**config.mk**
```make
export PLATFORM = sky130hd
export DESIGN_NAME = alu_pipe_mon_flat
export DESIGN_NICKNAME = d
export VERILOG_FILES = /design/src/rtl/alu_pkg.sv /design/src/rtl/alu_pipe_mon_if.sv /design/src/rtl/alu_core.sv /design/src/rtl/alu_pipe_mon.sv /design/src/flat_wrapper.sv
export SDC_FILE = /design/constraint.sdc
export NUM_CORES = 1
export LEC_CHECK = 0
export BUFFER_PORTS_ARGS = -buffer_cell sky130_fd_sc_hd__buf_2
export CELL_PAD_IN_SITES_DETAIL_PLACEMENT = 1
export CELL_PAD_IN_SITES_GLOBAL_PLACEMENT = 2
export CORE_ASPECT_RATIO = 1.1
export CORE_MARGIN = 5
export CORE_UTILIZATION = 41
export CTS_BUF_LIST = sky130_fd_sc_hd__clkbuf_8
export CTS_CLUSTER_SIZE = 28
export DETAILED_ROUTE_END_ITERATION = 10
export PLACE_DENSITY = 0.93
export SLEW_MARGIN = 10
export SYNTH_ARGS = -nofsm -noshare
export SYNTH_HDL_FRONTEND = slang
export SYNTH_HIERARCHICAL = 1
export SYNTH_SLANG_ARGS = --single-unit
```
**constraint.sdc**
```tcl
create_clock -name clk -period 5.6 [get_ports clk]
set_clock_uncertainty 0.2 [all_clocks]
set_input_delay 0 -clock clk [delete_from_list [all_inputs] [get_ports clk]]
set_output_delay 0 -clock clk [all_outputs]
set_load 0.01 [all_outputs]
```
**src/rtl/alu_pkg.sv**
```systemverilog
// rtl/alu_pkg.sv - shared op encodings and status-flag struct for the ALU pipeline
package alu_pkg;

    typedef enum logic [2:0] {
        OP_ADD = 3'b000,
        OP_SUB = 3'b001,
        OP_AND = 3'b010,
        OP_OR  = 3'b011,
        OP_XOR = 3'b100,
        OP_SHL = 3'b101,
        OP_SHR = 3'b110,
        OP_LTU = 3'b111
    } alu_op_t;

    typedef struct packed {
        logic carry;
        logic zero;
        logic ovf;
    } alu_flags_t;

endpackage

```
**src/rtl/alu_pipe_mon_if.sv**
```systemverilog
// rtl/alu_pipe_mon_if.sv - operand/result handshake and rare-counter bundle
// slave  : the pipeline side (alu_pipe_mon)
// master : the side that offers operands and consumes results
interface alu_pipe_mon_if #(
    parameter int WIDTH = 8,
    parameter int CNTW  = 16
);
    logic             in_valid;
    logic             in_ready;
    logic [WIDTH-1:0] a;
    logic [WIDTH-1:0] b;
    logic [2:0]       op;
    logic             out_valid;
    logic             out_ready;
    logic [WIDTH-1:0] result;
    logic             carry;
    logic             zero;
    logic             ovf;
    logic             out_rare;
    logic             cnt_clr;
    logic [CNTW-1:0]  rare_cnt;

    modport slave (
        input  in_valid, a, b, op, out_ready, cnt_clr,
        output in_ready, out_valid, result, carry, zero, ovf, out_rare, rare_cnt
    );

    modport master (
        output in_valid, a, b, op, out_ready, cnt_clr,
        input  in_ready, out_valid, result, carry, zero, ovf, out_rare, rare_cnt
    );
endinterface

```
**src/rtl/alu_core.sv**
```systemverilog
// rtl/alu_core.sv - combinational ALU: result and carry/zero/ovf flags
// a_i, b_i  : operands
// op_i      : operation select (alu_op_t encoding)
// result_o  : result modulo 2^WIDTH
// flags_o   : carry (add carry-out / sub borrow), zero, ovf (add/sub signed overflow)
module alu_core
    import alu_pkg::*;
#(
    parameter int WIDTH = 8
) (
    input  logic [WIDTH-1:0] a_i,
    input  logic [WIDTH-1:0] b_i,
    input  logic [2:0]       op_i,
    output logic [WIDTH-1:0] result_o,
    output alu_flags_t       flags_o
);
    localparam int SHW = $clog2(WIDTH);

    logic [WIDTH:0]   sum_w;
    logic [WIDTH:0]   diff_w;
    logic [SHW-1:0]   shamt;

    assign sum_w  = {1'b0, a_i} + {1'b0, b_i};
    // Top bit of the widened difference is the unsigned borrow (a < b).
    assign diff_w = {1'b0, a_i} - {1'b0, b_i};
    assign shamt  = b_i[SHW-1:0];

    always_comb begin
        result_o      = '0;
        flags_o.carry = 1'b0;
        flags_o.ovf   = 1'b0;
        unique case (alu_op_t'(op_i))
            OP_ADD: begin
                result_o      = sum_w[WIDTH-1:0];
                flags_o.carry = sum_w[WIDTH];
                flags_o.ovf   = (a_i[WIDTH-1] == b_i[WIDTH-1]) &&
                                (sum_w[WIDTH-1] != a_i[WIDTH-1]);
            end
            OP_SUB: begin
                result_o      = diff_w[WIDTH-1:0];
                flags_o.carry = diff_w[WIDTH];
                flags_o.ovf   = (a_i[WIDTH-1] != b_i[WIDTH-1]) &&
                                (diff_w[WIDTH-1] != a_i[WIDTH-1]);
            end
            OP_AND: result_o = a_i & b_i;
            OP_OR:  result_o = a_i | b_i;
            OP_XOR: result_o = a_i ^ b_i;
            OP_SHL: result_o = a_i << shamt;
            OP_SHR: result_o = a_i >> shamt;
            OP_LTU: result_o[0] = (a_i < b_i);
            default: result_o = '0;
        endcase
        flags_o.zero = (result_o == '0);
    end
endmodule

```
**src/rtl/alu_pipe_mon.sv**
```systemverilog
// rtl/alu_pipe_mon.sv - two-stage valid/ready ALU pipeline with all-ones operand monitor
// clk    : rising-edge clock
// rst_n  : asynchronous active-low reset
// bus    : slave side of alu_pipe_mon_if (operand beat in, result beat out,
//          out_rare tag, cnt_clr / rare_cnt saturating monitor counter)
module alu_pipe_mon
    import alu_pkg::*;
#(
    parameter int WIDTH = 8,
    parameter int CNTW  = 16
) (
    input  logic          clk,
    input  logic          rst_n,
    alu_pipe_mon_if.slave bus
);
    localparam logic [WIDTH-1:0] ONES    = '1;
    localparam logic [CNTW-1:0]  CNT_MAX = '1;

    // S1: operand/op register
    logic             s1_valid_q, s1_valid_d;
    logic [WIDTH-1:0] s1_a_q, s1_a_d;
    logic [WIDTH-1:0] s1_b_q, s1_b_d;
    logic [2:0]       s1_op_q, s1_op_d;
    logic             s1_rare_q, s1_rare_d;

    // S2: result/flags register
    logic             s2_valid_q, s2_valid_d;
    logic [WIDTH-1:0] s2_result_q, s2_result_d;
    alu_flags_t       s2_flags_q, s2_flags_d;
    logic             s2_rare_q, s2_rare_d;

    logic [CNTW-1:0]  cnt_q, cnt_d;

    logic             s1_adv;
    logic             in_ready;
    logic             accept;
    logic             in_rare;
    logic [WIDTH-1:0] core_result;
    alu_flags_t       core_flags;

    alu_core #(.WIDTH(WIDTH)) u_core (
        .a_i      (s1_a_q),
        .b_i      (s1_b_q),
        .op_i     (s1_op_q),
        .result_o (core_result),
        .flags_o  (core_flags)
    );

    // in_ready depends only on stage state and out_ready, never on in_valid.
    assign s1_adv   = !s2_valid_q || bus.out_ready;
    assign in_ready = !s1_valid_q || s1_adv;
    assign accept   = bus.in_valid && in_ready;
    assign in_rare  = (bus.a == ONES) && (bus.b == ONES);

    always_comb begin
        s1_valid_d  = s1_valid_q;
        s1_a_d      = s1_a_q;
        s1_b_d      = s1_b_q;
        s1_op_d     = s1_op_q;
        s1_rare_d   = s1_rare_q;
        s2_valid_d  = s2_valid_q;
        s2_result_d = s2_result_q;
        s2_flags_d  = s2_flags_q;
        s2_rare_d   = s2_rare_q;
        cnt_d       = cnt_q;

        if (in_ready) begin
            s1_valid_d = bus.in_valid;
        end
        if (accept) begin
            s1_a_d    = bus.a;
            s1_b_d    = bus.b;
            s1_op_d   = bus.op;
            s1_rare_d = in_rare;
        end

        // S2 data only changes when a real beat moves in, so a stalled
        // result stays put and an emptied stage keeps its last value.
        if (s1_adv) begin
            s2_valid_d = s1_valid_q;
            if (s1_valid_q) begin
                s2_result_d = core_result;
                s2_flags_d  = core_flags;
                s2_rare_d   = s1_rare_q;
            end
        end

        if (bus.cnt_clr) begin
            cnt_d = '0;
        end else if (accept && in_rare && (cnt_q != CNT_MAX)) begin
            cnt_d = cnt_q + CNTW'(1);
        end
    end

    always_ff @(posedge clk or negedge rst_n) begin
        if (!rst_n) begin
            s1_valid_q  <= 1'b0;
            s1_a_q      <= '0;
            s1_b_q      <= '0;
            s1_op_q     <= '0;
            s1_rare_q   <= 1'b0;
            s2_valid_q  <= 1'b0;
            s2_result_q <= '0;
            s2_flags_q  <= '0;
            s2_rare_q   <= 1'b0;
            cnt_q       <= '0;
        end else begin
            s1_valid_q  <= s1_valid_d;
            s1_a_q      <= s1_a_d;
            s1_b_q      <= s1_b_d;
            s1_op_q     <= s1_op_d;
            s1_rare_q   <= s1_rare_d;
            s2_valid_q  <= s2_valid_d;
            s2_result_q <= s2_result_d;
            s2_flags_q  <= s2_flags_d;
            s2_rare_q   <= s2_rare_d;
            cnt_q       <= cnt_d;
        end
    end

    assign bus.in_ready  = in_ready;
    assign bus.out_valid = s2_valid_q;
    assign bus.result    = s2_result_q;
    assign bus.carry     = s2_flags_q.carry;
    assign bus.zero      = s2_flags_q.zero;
    assign bus.ovf       = s2_flags_q.ovf;
    assign bus.out_rare  = s2_rare_q;
    assign bus.rare_cnt  = cnt_q;
endmodule

```
**src/flat_wrapper.sv**
```systemverilog
// flat-port wrapper written by rule: the top's interface ports become plain ports
module alu_pipe_mon_flat import alu_pkg::*;
#(
    parameter int WIDTH = 8,
    parameter int CNTW  = 16
)
  (clk, rst_n, bus_in_valid, bus_a, bus_b, bus_op, bus_out_ready, bus_cnt_clr, bus_in_ready, bus_out_valid, bus_result, bus_carry, bus_zero, bus_ovf, bus_out_rare, bus_rare_cnt);
  alu_pipe_mon_if #(.WIDTH(WIDTH), .CNTW(CNTW)) bus_i ();
  input  logic clk;
  input  logic rst_n;
  input wire logic [$bits(bus_i.in_valid)-1:0] bus_in_valid;
  input wire logic [$bits(bus_i.a)-1:0] bus_a;
  input wire logic [$bits(bus_i.b)-1:0] bus_b;
  input wire logic [$bits(bus_i.op)-1:0] bus_op;
  input wire logic [$bits(bus_i.out_ready)-1:0] bus_out_ready;
  input wire logic [$bits(bus_i.cnt_clr)-1:0] bus_cnt_clr;
  output wire logic [$bits(bus_i.in_ready)-1:0] bus_in_ready;
  output wire logic [$bits(bus_i.out_valid)-1:0] bus_out_valid;
  output wire logic [$bits(bus_i.result)-1:0] bus_result;
  output wire logic [$bits(bus_i.carry)-1:0] bus_carry;
  output wire logic [$bits(bus_i.zero)-1:0] bus_zero;
  output wire logic [$bits(bus_i.ovf)-1:0] bus_ovf;
  output wire logic [$bits(bus_i.out_rare)-1:0] bus_out_rare;
  output wire logic [$bits(bus_i.rare_cnt)-1:0] bus_rare_cnt;
  assign bus_i.in_valid = bus_in_valid;
  assign bus_i.a = bus_a;
  assign bus_i.b = bus_b;
  assign bus_i.op = bus_op;
  assign bus_i.out_ready = bus_out_ready;
  assign bus_i.cnt_clr = bus_cnt_clr;
  assign bus_in_ready = bus_i.in_ready;
  assign bus_out_valid = bus_i.out_valid;
  assign bus_result = bus_i.result;
  assign bus_carry = bus_i.carry;
  assign bus_zero = bus_i.zero;
  assign bus_ovf = bus_i.ovf;
  assign bus_out_rare = bus_i.out_rare;
  assign bus_rare_cnt = bus_i.rare_cnt;
  alu_pipe_mon #(.WIDTH(WIDTH), .CNTW(CNTW)) u_core (.clk(clk), .rst_n(rst_n), .bus(bus_i));
endmodule
```
# ---- After elaboration in Yosys (flattened, before gate mapping)
# Index checks and enable logic that the tools add are counted.
dict set report word_totals {
  regBits 50
  inputBits 24
}
dict set report classes {
  n_eq_ne 14
  add_sub_neg 3
  n_reduce_logical 14
  n_lt_le_gt_ge 1
  bitwise_logic 3
  n_shift 2
  muxes 6
}
# cell count
set ops {}
lappend ops {{7-bit one-hot mux with 7 select lines} 1}
lappend ops {{16-bit 2-to-1 mux} 2}
lappend ops {{16-bit by 1-bit adder with 16-bit output (second input constant)} 1}
lappend ops {{8-bit equality test (second input constant)} 2}
lappend ops {{16-bit != test (second input constant)} 1}
lappend ops {{3-bit equality test (second input constant)} 4}
lappend ops {{8-bit by 8-bit adder with 9-bit output} 1}
lappend ops {{8-bit by 8-bit subtractor with 9-bit output} 1}
lappend ops {{8-bit bitwise AND} 1}
lappend ops {{8-bit logical NOT} 1}
lappend ops {{8-bit < comparator} 1}
lappend ops {{8-bit bitwise OR} 1}
lappend ops {{1-bit one-hot mux with 8 select lines} 1}
lappend ops {{8-bit by 3-bit left shift with 8-bit output} 1}
lappend ops {{8-bit by 3-bit >> shifter with 8-bit output} 1}
lappend ops {{8-bit XOR} 1}
lappend ops {{3-bit by 2-bit equality test with 1-bit output (second input constant)} 2}
lappend ops {{1-bit logical AND} 6}
lappend ops {{1-bit one-hot mux with 2 select lines} 2}
lappend ops {{3-bit by 1-bit equality test with 1-bit output (second input constant)} 1}
lappend ops {{3-bit logical NOT} 1}
lappend ops {{1-bit != test} 3}
lappend ops {{1-bit logical NOT} 2}
lappend ops {{1-bit logical OR} 2}
lappend ops {{other kinds (3)} 3}

# ---- Logic depth before layout (Yosys ltp)
# Gate-level depths: netlist (run 1).
dict set report logic_depth {
  word_depth 8
  ltp_mapped 11
  mapped_depth_nobuf 11
}

# ---- Modules after synthesis
# Netlist (run 1), hierarchy kept.
# mod n_inst cells_each area_per_inst_um2
set by_module_without_submodules {}
lappend by_module_without_submodules {alu_pipe_mon 1 207 2446.1}
lappend by_module_without_submodules {alu_core 1 238 1765.4}

# ---- Least setup slack after synthesis (run 1)
# OpenSTA, ideal clock, no wires.
dict set report synth_timing {
  path_type {flip-flop to flip-flop}
  startpoint {register u_core.s1_b_q[2]}
  endpoint {register u_core.s2_flags_q, in the netlist u_core/bus.zero}
  period_less_slack_ns 3.136
  slack_ns 2.464
  stages_incl_launch_ff 12
  required_time_ns 5.335
  setup_ns 0.065
  path_buffers 2
  t_arrival_ns 2.871
  path_cell_list {dfrtp_1 -> clkbuf_1 -> inv_1 -> ha_1 -> clkbuf_1 -> a21oi_1 -> a21oi_1 -> or3_1 -> a31o_2 -> or4_1 -> nor4_2 -> mux2_2}
}
# element line_no
set synth_lines {}
lappend synth_lines {{from (decl)} alu_pipe_mon.sv:22} ;# logic [WIDTH-1:0] s1_b_q, s1_b_d;
lappend synth_lines {{from (signal assigned)} alu_pipe_mon.sv:99} ;# s1_b_q <= '0;
lappend synth_lines {{from (signal assigned)} alu_pipe_mon.sv:110} ;# s1_b_q <= s1_b_d;
lappend synth_lines {{to (signal assigned)} alu_pipe_mon.sv:115} ;# s2_flags_q <= s2_flags_d;
lappend synth_lines {{to (decl)} alu_pipe_mon.sv:29} ;# alu_flags_t s2_flags_q, s2_flags_d;

==> impl_results.rst, run 1 <==
.. list-table::
   :header-rows: 1

   * - Metric
     - Value
   * - Sequential power share
     - 37.0%
   * - Most frequent cells after synthesis
     - 50 x dfrtp_1, 34 x nand2_1, 33 x mux2_2
   * - H-tree depth
     - 2
   * - Clock Tree Buf Depth
     - 2
   * - Diode count
     - 0
   * - Final routed wire length divided by cell count
     - approximately 20 um
   * - Vias after detailed routing
     - 3748
   * - Switching power total
     - approximately 0.00053 W
   * - Post-CTS repair timing setup buffer count
     - 0
   * - Final std cell area, no fill
     - 0.00489 sq mm
   * - Reg-to-Reg End
     - u_core/bus.zero
   * - Post-cts repair resize count
     - 0
   * - Final WL
     - roughly 13000 um
   * - Register-to-register setup slack
     - slightly below 2000 ps
   * - Die height
     - approximately 120 um
   * - Clk slew on worst S/H paths
     - around 100 ps
   * - Combinational power share
     - a little over two fifths
   * - Vias in the first global route
     - about 4.0k
   * - Time the final worst path needs with I/O delays and setup
     - around 3700 ps
   * - Length in cells of the worst reg-to-reg path
     - 9
   * - CTS tree
     - done
   * - Ratio of cells with drive above 1 in the final layout
     - roughly a quarter
   * - Number of nets in the layout
     - 555
   * - Synth unique cells
     - between 70 and 80
   * - Worst reg2reg startpoint
     - u_core/s1_b_q[1]
   * - Count of pins on the block boundary
     - 54
   * - Leak pwr
     - roughly 2.2 nW
   * - Final setup violating endpoints
     - 0
   * - Number of failing hold endpoints at the final stage
     - 0
   * - Final TNS setup
     - 0 ps
   * - Number of sinks handled by clock tree synthesis
     - 50
   * - Initial core utilization
     - between 40% and 50%
   * - Most instantiated library cell after synthesis
     - dfrtp_1
   * - Ys Warns
     - 6
   * - Worst vdd rail ir drop
     - 0.181 mV
   * - Final routed DRC violation total
     - 0
   * - Buffer type at the clock tree root
     - clkbuf_8
   * - Max Slew Vio Count
     - 0
   * - Kind of start point of the critical path
     - flop
   * - Register bit total from synthesis
     - 50
   * - Average instance area after synthesis
     - ~9.5 sq um
   * - Placeable core area
     - 0.00994 sq mm
   * - Part of the cycle the worst path needs
     - between 60% and 70%
   * - Power density over the cells
     - about 280 mW/mm^2
   * - Vias per cell
     - about 6.0
   * - Most used DFF post-synth
     - dfrtp_1
   * - Synth async-reset ratio
     - 100%
   * - Max cap viols
     - 0
   * - Worst-Skew Late Latency
     - between 300 and 400 ps
   * - Clk pwr share
     - around 20%
   * - Sw frac
     - between 30 and 40%
   * - Largest cells by area after synthesis
     - dfrtp_1 30%, mux2_2 8.8%, ha_1 7.7%, mux4_2 4.8%, nor2b_1 3.1%
   * - Std-Cell Rows
     - 38
   * - Sequential area share after synthesis
     - about 30%
   * - Most area-hungry cell type in the Yosys netlist
     - dfrtp_1
   * - Detailed Route Iter0 Violations
     - 243
   * - Synthesized net count
     - approximately 500
   * - Largest net degree at the start of global routing
     - between 50 and 60
   * - Wire length of the first global-routing pass
     - 21300 um
   * - Arrival time of data at the critical path endpoint
     - roughly 3700 ps
   * - Required time of the worst setup path
     - 5660 ps
   * - Post-synth EDFFs
     - 0
   * - Max-slew headroom
     - between 30% and 40%
   * - Largest fanout on the critical path
     - 21
   * - Total CTS buffers
     - 5
   * - WS Path Type
     - flop to flop
   * - Critical Path Sink Type
     - flop
   * - Maximum clock frequency
     - 274 MHz
   * - Placed instance area
     - 0.00450 sq mm
   * - Min-delay worst type
     - primary input to asynchronous set/reset pin
   * - Dpl hpwl
     - between 9000 and 10000 um
   * - Horizontal extent of the die
     - ~110 um
   * - Setup repair after global routing missed its margin
     - false
   * - Total Die Area
     - approximately 0.012 sq mm
   * - GRT Residual Overflow
     - 0
   * - Outcome
     - completed
   * - Layout overhead on the synthesized area
     - 16.0%
   * - Slew at the pin closest to its max-slew limit
     - between 1000 and 1500 ps
   * - Pre-antenna DRT Iters
     - 5
   * - Synthesized netlist cell count
     - between 400 and 500
   * - Quantity of I/O buffers inserted on ports
     - 53
   * - Antenna Nets Post-Route
     - 0
   * - Number of antenna violations at the first check in global routing
     - 0
   * - Internal power contribution
     - between 0.0008 and 0.0009 W
   * - Hold_buf cts
     - 27
   * - Area share of the largest cell type after synthesis
     - ~30%
   * - Overall Global Routing Usage
     - between 20% and 30%
   * - RD Place Congestion
     - between 0.8 and 0.9
   * - Mapped cell area
     - around 0.0042 sq mm
==> how the worst max path moves through the flow <==
| stage | start | to | cells past startpoint |
|---|---|---|---|
| floorplan | u_core/s1_b_q[2] | u_core/bus.zero | 11 |
| global placement | u_core/s1_b_q[1] | u_core/bus.zero | 9 |
| detailed placement | u_core/s1_b_q[1] | u_core/bus.zero | 9 |
| CTS | u_core/s1_b_q[1] | u_core/bus.zero | 9 |
| global route | u_core/s1_b_q[1] | u_core/bus.zero | 9 |
| finish | u_core/s1_b_q[1] | u_core/bus.zero | 9 |
==> metrics by stage <==
step / utilization, % / power (W) / setup WS, ps / hold WS [ps] / instances
final: 49.2 / 0.00134 / 1950 / 111 / 624
after global routing: 49.2 / 0.00143 / 1720 / 209 / 624
after CTS: 49.2 / 0.00135 / 1940 / 139 / 624
after detailed placement: 45.3 / 0.00106 / 1960 / -53.1 / 589
after global placement: 45.3 / 0.00104 / 2130 / -55.9 / 589
after floorplan: - / 0.000877 / 2460 / -496 / 445
==> critical path, cell delays in order (launching register included) <==
cell and delay, ps:
dfrtp_1 890, inv_2 170, ha_1 370, o21ba_1 240, o211a_1 230, or3_1 310, a31o_2 250, or4_1 520
nor4_2 240, mux2_2 180
==> layout make-up <==
class / count / area [sq um]
Fill cell: 1135 / 5050
Multi-Input combinational cell: 334 / 2700
Sequential cell: 50 / 1250
Clock buffer: 5 / 68.8
Tap cell: 120 / 150
Clock inverter: 3 / 48.8
Inverter: 29 / 109
Timing Repair Buffer: 83 / 558
==> sequential cells by signal, summed over array words and instances, names as in the netlist, 3 cells and up <==
register / count
u_core/bus.rare_cnt: 16
u_core/bus.result: 8
u_core/s1_a_q: 8
u_core/s1_b_q: 8
u_core/s1_op_q: 3
==> power groups by stage <==
stage	Combinational, W	Clock, W	Sequential, W
after floorplan	0.000400	0	0.000477
after global placement	0.000541	0	0.000500
after detailed placement	0.000555	0	0.000505
after CTS	0.000573	0.000277	0.000497
after global routing	0.000631	0.000291	0.000509
final	0.000576	0.000270	0.000497
==> per-layer routing <==
metal | vias to the layer above | global-route usage, % | share of wire (%)
met5 | - | 0 | 0
met4 | 0 | 5.37 | 1.4
met3 | 18 | 2.54 | 4.1
met2 | 98 | 38.9 | 51
met1 | 1890 | 27.2 | 43
li1 | 1742 | - | -
==> kinds of logic (layout without fill, tap and decap cells) <==
family	Yosys count	in the layout	synth area share (%)
xor gates and xnor gates	3	3	0.624
muxes	56	56	17.2
AOI/OAI and AO/OA	74	74	12.9
adders and majority gates	28	28	8.67
DFF	50	50	29.7
buffers and inverters	61	120	6.18
and+or+nand+nor	173	173	24.7
==> cells in the final DEF, fill, tap and decap left out, types with 6 or more instances in the layout <==
cell	n
inv_1	27
nand4_1	12
and3_1	6
nor4_1	6
nand2b_1	9
nor4_2	8
mux4_2	9
dfrtp_1	50
dlygate4sd3_1	27
nor2_1	27
o21ai_0	7
buf_2	53
mux2_1	8
ha_1	26
mux2_2	33
nor2b_1	21
nand3_1	10
mux2i_1	6
a21oi_1	17
nand2_1	34
Note: power is estimated with default switching activity, not from simulation.
==> run 2, diff against run 1 <==
--- a/config.mk
+++ b/config.mk
@@ -10,11 +10,11 @@
 export CELL_PAD_IN_SITES_GLOBAL_PLACEMENT = 2
 export CORE_ASPECT_RATIO = 1.1
 export CORE_MARGIN = 5
-export CORE_UTILIZATION = 41
+export CORE_UTILIZATION = 34
 export CTS_BUF_LIST = sky130_fd_sc_hd__clkbuf_8
 export CTS_CLUSTER_SIZE = 28
 export DETAILED_ROUTE_END_ITERATION = 10
-export PLACE_DENSITY = 0.93
+export PLACE_DENSITY = 0.82
 export SLEW_MARGIN = 10
 export SYNTH_ARGS = -nofsm -noshare
 export SYNTH_HDL_FRONTEND = slang
==> constraint.sdc (replaced) <==
create_clock -name clk -period 3.3 [get_ports clk]
set_clock_uncertainty 0.2 [all_clocks]
set_input_delay 0 -clock clk [delete_from_list [all_inputs] [get_ports clk]]
set_output_delay 0 -clock clk [all_outputs]
set_load 0.01 [all_outputs]
==> run 2 against run 1 <==
  * Sequential power increased by 62%
  * Critical path depth increased by 2
  * Sequential share of layout area decreased by 0.81 points
  * Cell area increased by 3.4%
  * Largest power group unchanged
  * Highest routed layer unchanged
==> impl_results.rst, run 2 (same netlist as run 1, synthesis figures left out) <==
.. list-table::
   :header-rows: 1

   * - Metric
     - Value
   * - Number of flip-flops in the largest register
     - 16 (unchanged)
   * - Kind of start point of the critical path
     - flop (unchanged)
   * - Number of antenna violations at the first check in global routing
     - 0 (unchanged)
   * - Max Slew Vio Count
     - 0 (unchanged)
   * - WS Path Type
     - flop to flop (unchanged)
   * - Worst-Skew Late Latency
     - 320 ps (was 310 ps)
   * - Final routed wire length divided by cell count
     - 19.1 um (was 20.4 um)
   * - Leading cell type in the layout, fill and taps excluded
     - buf_2 (unchanged)
   * - Setup repair after global routing missed its margin
     - false (unchanged)
   * - Largest fanout on the critical path
     - 6 (was 21)
   * - Min-delay worst type
     - primary input to flop (was primary input to asynchronous set/reset pin)
   * - CTS tree
     - done (unchanged)
   * - Maximum clock frequency
     - 319 MHz (was 274 MHz)
   * - Final WL
     - 12900 um (was 12700 um)
   * - Layout filler cell count
     - 1419 (was 1135)
   * - Buffer and inverter count on the worst path
     - 2 (was 1)
   * - Die height
     - 127 um (was 116 um)
   * - Leak pwr
     - 2.26 nW (was 2.19 nW)
   * - Max-slew headroom
     - 51.1% (was 31.7%)
   * - Placed instance area
     - 0.00464 sq mm (was 0.00450 sq mm)
   * - Vias after detailed routing
     - 3791 (was 3748)
   * - Outcome
     - completed (unchanged)
   * - Number of sinks handled by clock tree synthesis
     - 50 (unchanged)
   * - Vias in the first global route
     - 4067 (was 4009)
   * - Most used cell along the critical path
     - inv_1
   * - Placeable core area
     - 0.0121 sq mm (was 0.00994 sq mm)
   * - H-tree depth
     - 2 (unchanged)
   * - Max cap viols
     - 0 (unchanged)
   * - Std-Cell Rows
     - 42 (was 38)
   * - Vias per cell
     - 5.63 (was 6.01)
   * - Sw frac
     - 38.6% (was 39.3%)
   * - Power density over the cells
     - 462 mW/mm^2 (was 275 mW/mm^2)
   * - Post-CTS repair timing setup buffer count
     - 0 (unchanged)
   * - GRT Residual Overflow
     - 0 (unchanged)
   * - Utilization after layout
     - 41.8% (was 49.2%)
   * - Antenna Nets Post-Route
     - 0 (unchanged)
   * - Layout overhead on the synthesized area
     - 19.9% (was 16.0%)
   * - Ratio of cells with drive above 1 in the final layout
     - 26.6% (was 24.6%)
   * - Final std cell area, no fill
     - 0.00505 sq mm (was 0.00489 sq mm)
   * - Internal power contribution
     - 0.00143 W (was 0.000816 W)
   * - Final setup violating endpoints
     - 0 (unchanged)
   * - Number of failing hold endpoints at the final stage
     - 0 (unchanged)
   * - Detailed Route Iter0 Violations
     - 183 (was 243)
   * - Pre-antenna DRT Iters
     - 4 (was 5)
   * - Worst path slowest cell
     - or4_1 (was dfrtp_1)
   * - Worst vdd rail ir drop
     - 0.182 mV (was 0.181 mV)
   * - Arrival time of data at the critical path endpoint
     - 3190 ps (was 3710 ps)
   * - Highest-count cells in the layout ignoring fill and taps
     - 53 x buf_2, 49 x dfrtp_1, 34 x nand2_1, 33 x mux2_2, 29 x dlygate4sd3_1 (was 53 x buf_2, 50 x dfrtp_1, 34 x nand2_1, 33 x mux2_2)
   * - Total CTS buffers
     - 5 (unchanged)
   * - Required time of the worst setup path
     - 3360 ps (was 5660 ps)
   * - Clock Tree Buf Depth
     - 2 (unchanged)
   * - Number of nets in the layout
     - 570 (was 555)
   * - Buffer type at the clock tree root
     - clkbuf_8 (unchanged)
   * - Cell family with most CP delay
     - simple AND/OR/NAND/NOR gates (unchanged)
   * - Critical Path Sink Type
     - flop (unchanged)
   * - Diode count
     - 0 (unchanged)
   * - Overall Global Routing Usage
     - 18.0% (was 21.4%)
   * - Part of the cycle the worst path needs
     - 95.0% (was 65.2%)
   * - Time the final worst path needs with I/O delays and setup
     - 3130 ps (was 3650 ps)
   * - Final routed DRC violation total
     - 0 (unchanged)
   * - RD Place Congestion
     - 0.866 (was 0.863)
   * - Count of pins on the block boundary
     - 54 (unchanged)
   * - Clk slew on worst S/H paths
     - 100 ps (about the same)
   * - Ordered list of cells on the worst path
     - inv_1, ha_1, inv_1, fa_1, nand2b_1, a31oi_1, or3_1, nand4bb_1, or4_1, nor4_2, mux2_2 (was inv_2, ha_1, o21ba_1, o211a_1, or3_1, a31o_2, or4_1, nor4_2, mux2_2)
   * - Switching power total
     - 0.000902 W (was 0.000528 W)
   * - Total Die Area
     - 0.0147 sq mm (was 0.0124 sq mm)
   * - Quantity of I/O buffers inserted on ports
     - 53 (unchanged)
   * - Wire length of the first global-routing pass
     - 21400 um (was 21300 um)
   * - Dpl hpwl
     - 9740 um (was 9220 um)
   * - Peak per-stage delay on the critical path
     - 540 ps (was 890 ps)
   * - Horizontal extent of the die
     - 116 um (was 107 um)
   * - Sequential power share
     - 34.5% (was 37.0%)
   * - Slew at the pin closest to its max-slew limit
     - 733 ps (was 1020 ps)
   * - Clk pwr share
     - 20.3% (was 20.1%)
   * - Combinational power share
     - 45.2% (was 42.9%)
   * - Largest net degree at the start of global routing
     - 30 (was 51)
   * - Initial core utilization
     - 34.8% (was 42.4%)
   * - Final TNS setup
     - 0 ps (unchanged)
## run 2: worst reg2reg max path: stages (launching register included)
cell	delay [ps]
dfrtp_1	460
inv_1	150
ha_1	190
inv_1	60
fa_1	380
nand2b_1	170
a31oi_1	200
or3_1	130
nand4bb_1	200
or4_1	540
nor4_2	230
mux2_2	180
## run 2: per-stage QoR
stage                     power, W  setup slack, ps  cells  hold slack (ps)
after floorplan            0.00149              164    445             -496
after global placement     0.00181              224    636             -195
after detailed placement   0.00184              166    636             -184
after CTS                  0.00235              152    673              260
after global routing       0.00249             1.05    673              281
final                      0.00233              165    673              278
## run 2: worst paths after layout
kind                                            to             start  cells after the start  slack [ps]
max                                u_core/bus.zero  u_core/s1_a_q[0]                     11         170
min                               u_core/s1_a_q[0]          bus_a[0]                      3         280
max reg2reg                        u_core/bus.zero  u_core/s1_a_q[0]                     11         170
min reg2reg                       u_core/s1_rare_q  u_core/s1_rare_q                      2         300
max in group asynchronous  u_core/bus.rare_cnt[14]             rst_n                      4        1350
min in group asynchronous  u_core/bus.rare_cnt[12]             rst_n                      3         500
## run 2: routing by layer
layer	track usage, %	share of wire, %	routed length (um)	vias up
met3	2.67	4.5	577	25
met2	31.1	50	6450	102
li1	-	-	-	1772
met5	0	0	0	-
met1	23.3	43	5570	1892
met4	5.12	2.2	289	0
## run 2: final cells by class
cell class              count  area (sq um)  area share [%]
multi-input cells         334          2700            53.5
repair buffers             98           676            13.4
flip-flops and latches     50          1250            24.8
well taps                 154           193            3.81
clock buffers               6          82.6            1.63
clock inverters             2          38.8           0.768
inverters                  29           109            2.16
## run 2: power groups by stage
stage	Sequential [W]	Clock [W]	Combinational (W)
finish	0.000804	0.000475	0.00105
global placement	0.000815	0	0.000999
global route	0.000822	0.000519	0.00115
floorplan	0.000810	0	0.000678
CTS	0.000807	0.000491	0.00106
detailed placement	0.000820	0	0.00102
## run 2: timing repair
| action | 4_1_cts | 5_1_grt |
|---|---|---|
| setup endpoints to repair | 0 | 1 |
| hold endpoints to repair | 44 | 0 |
| hold buffers | 29 | 0 |
| gates resized for setup | 0 | 1 |
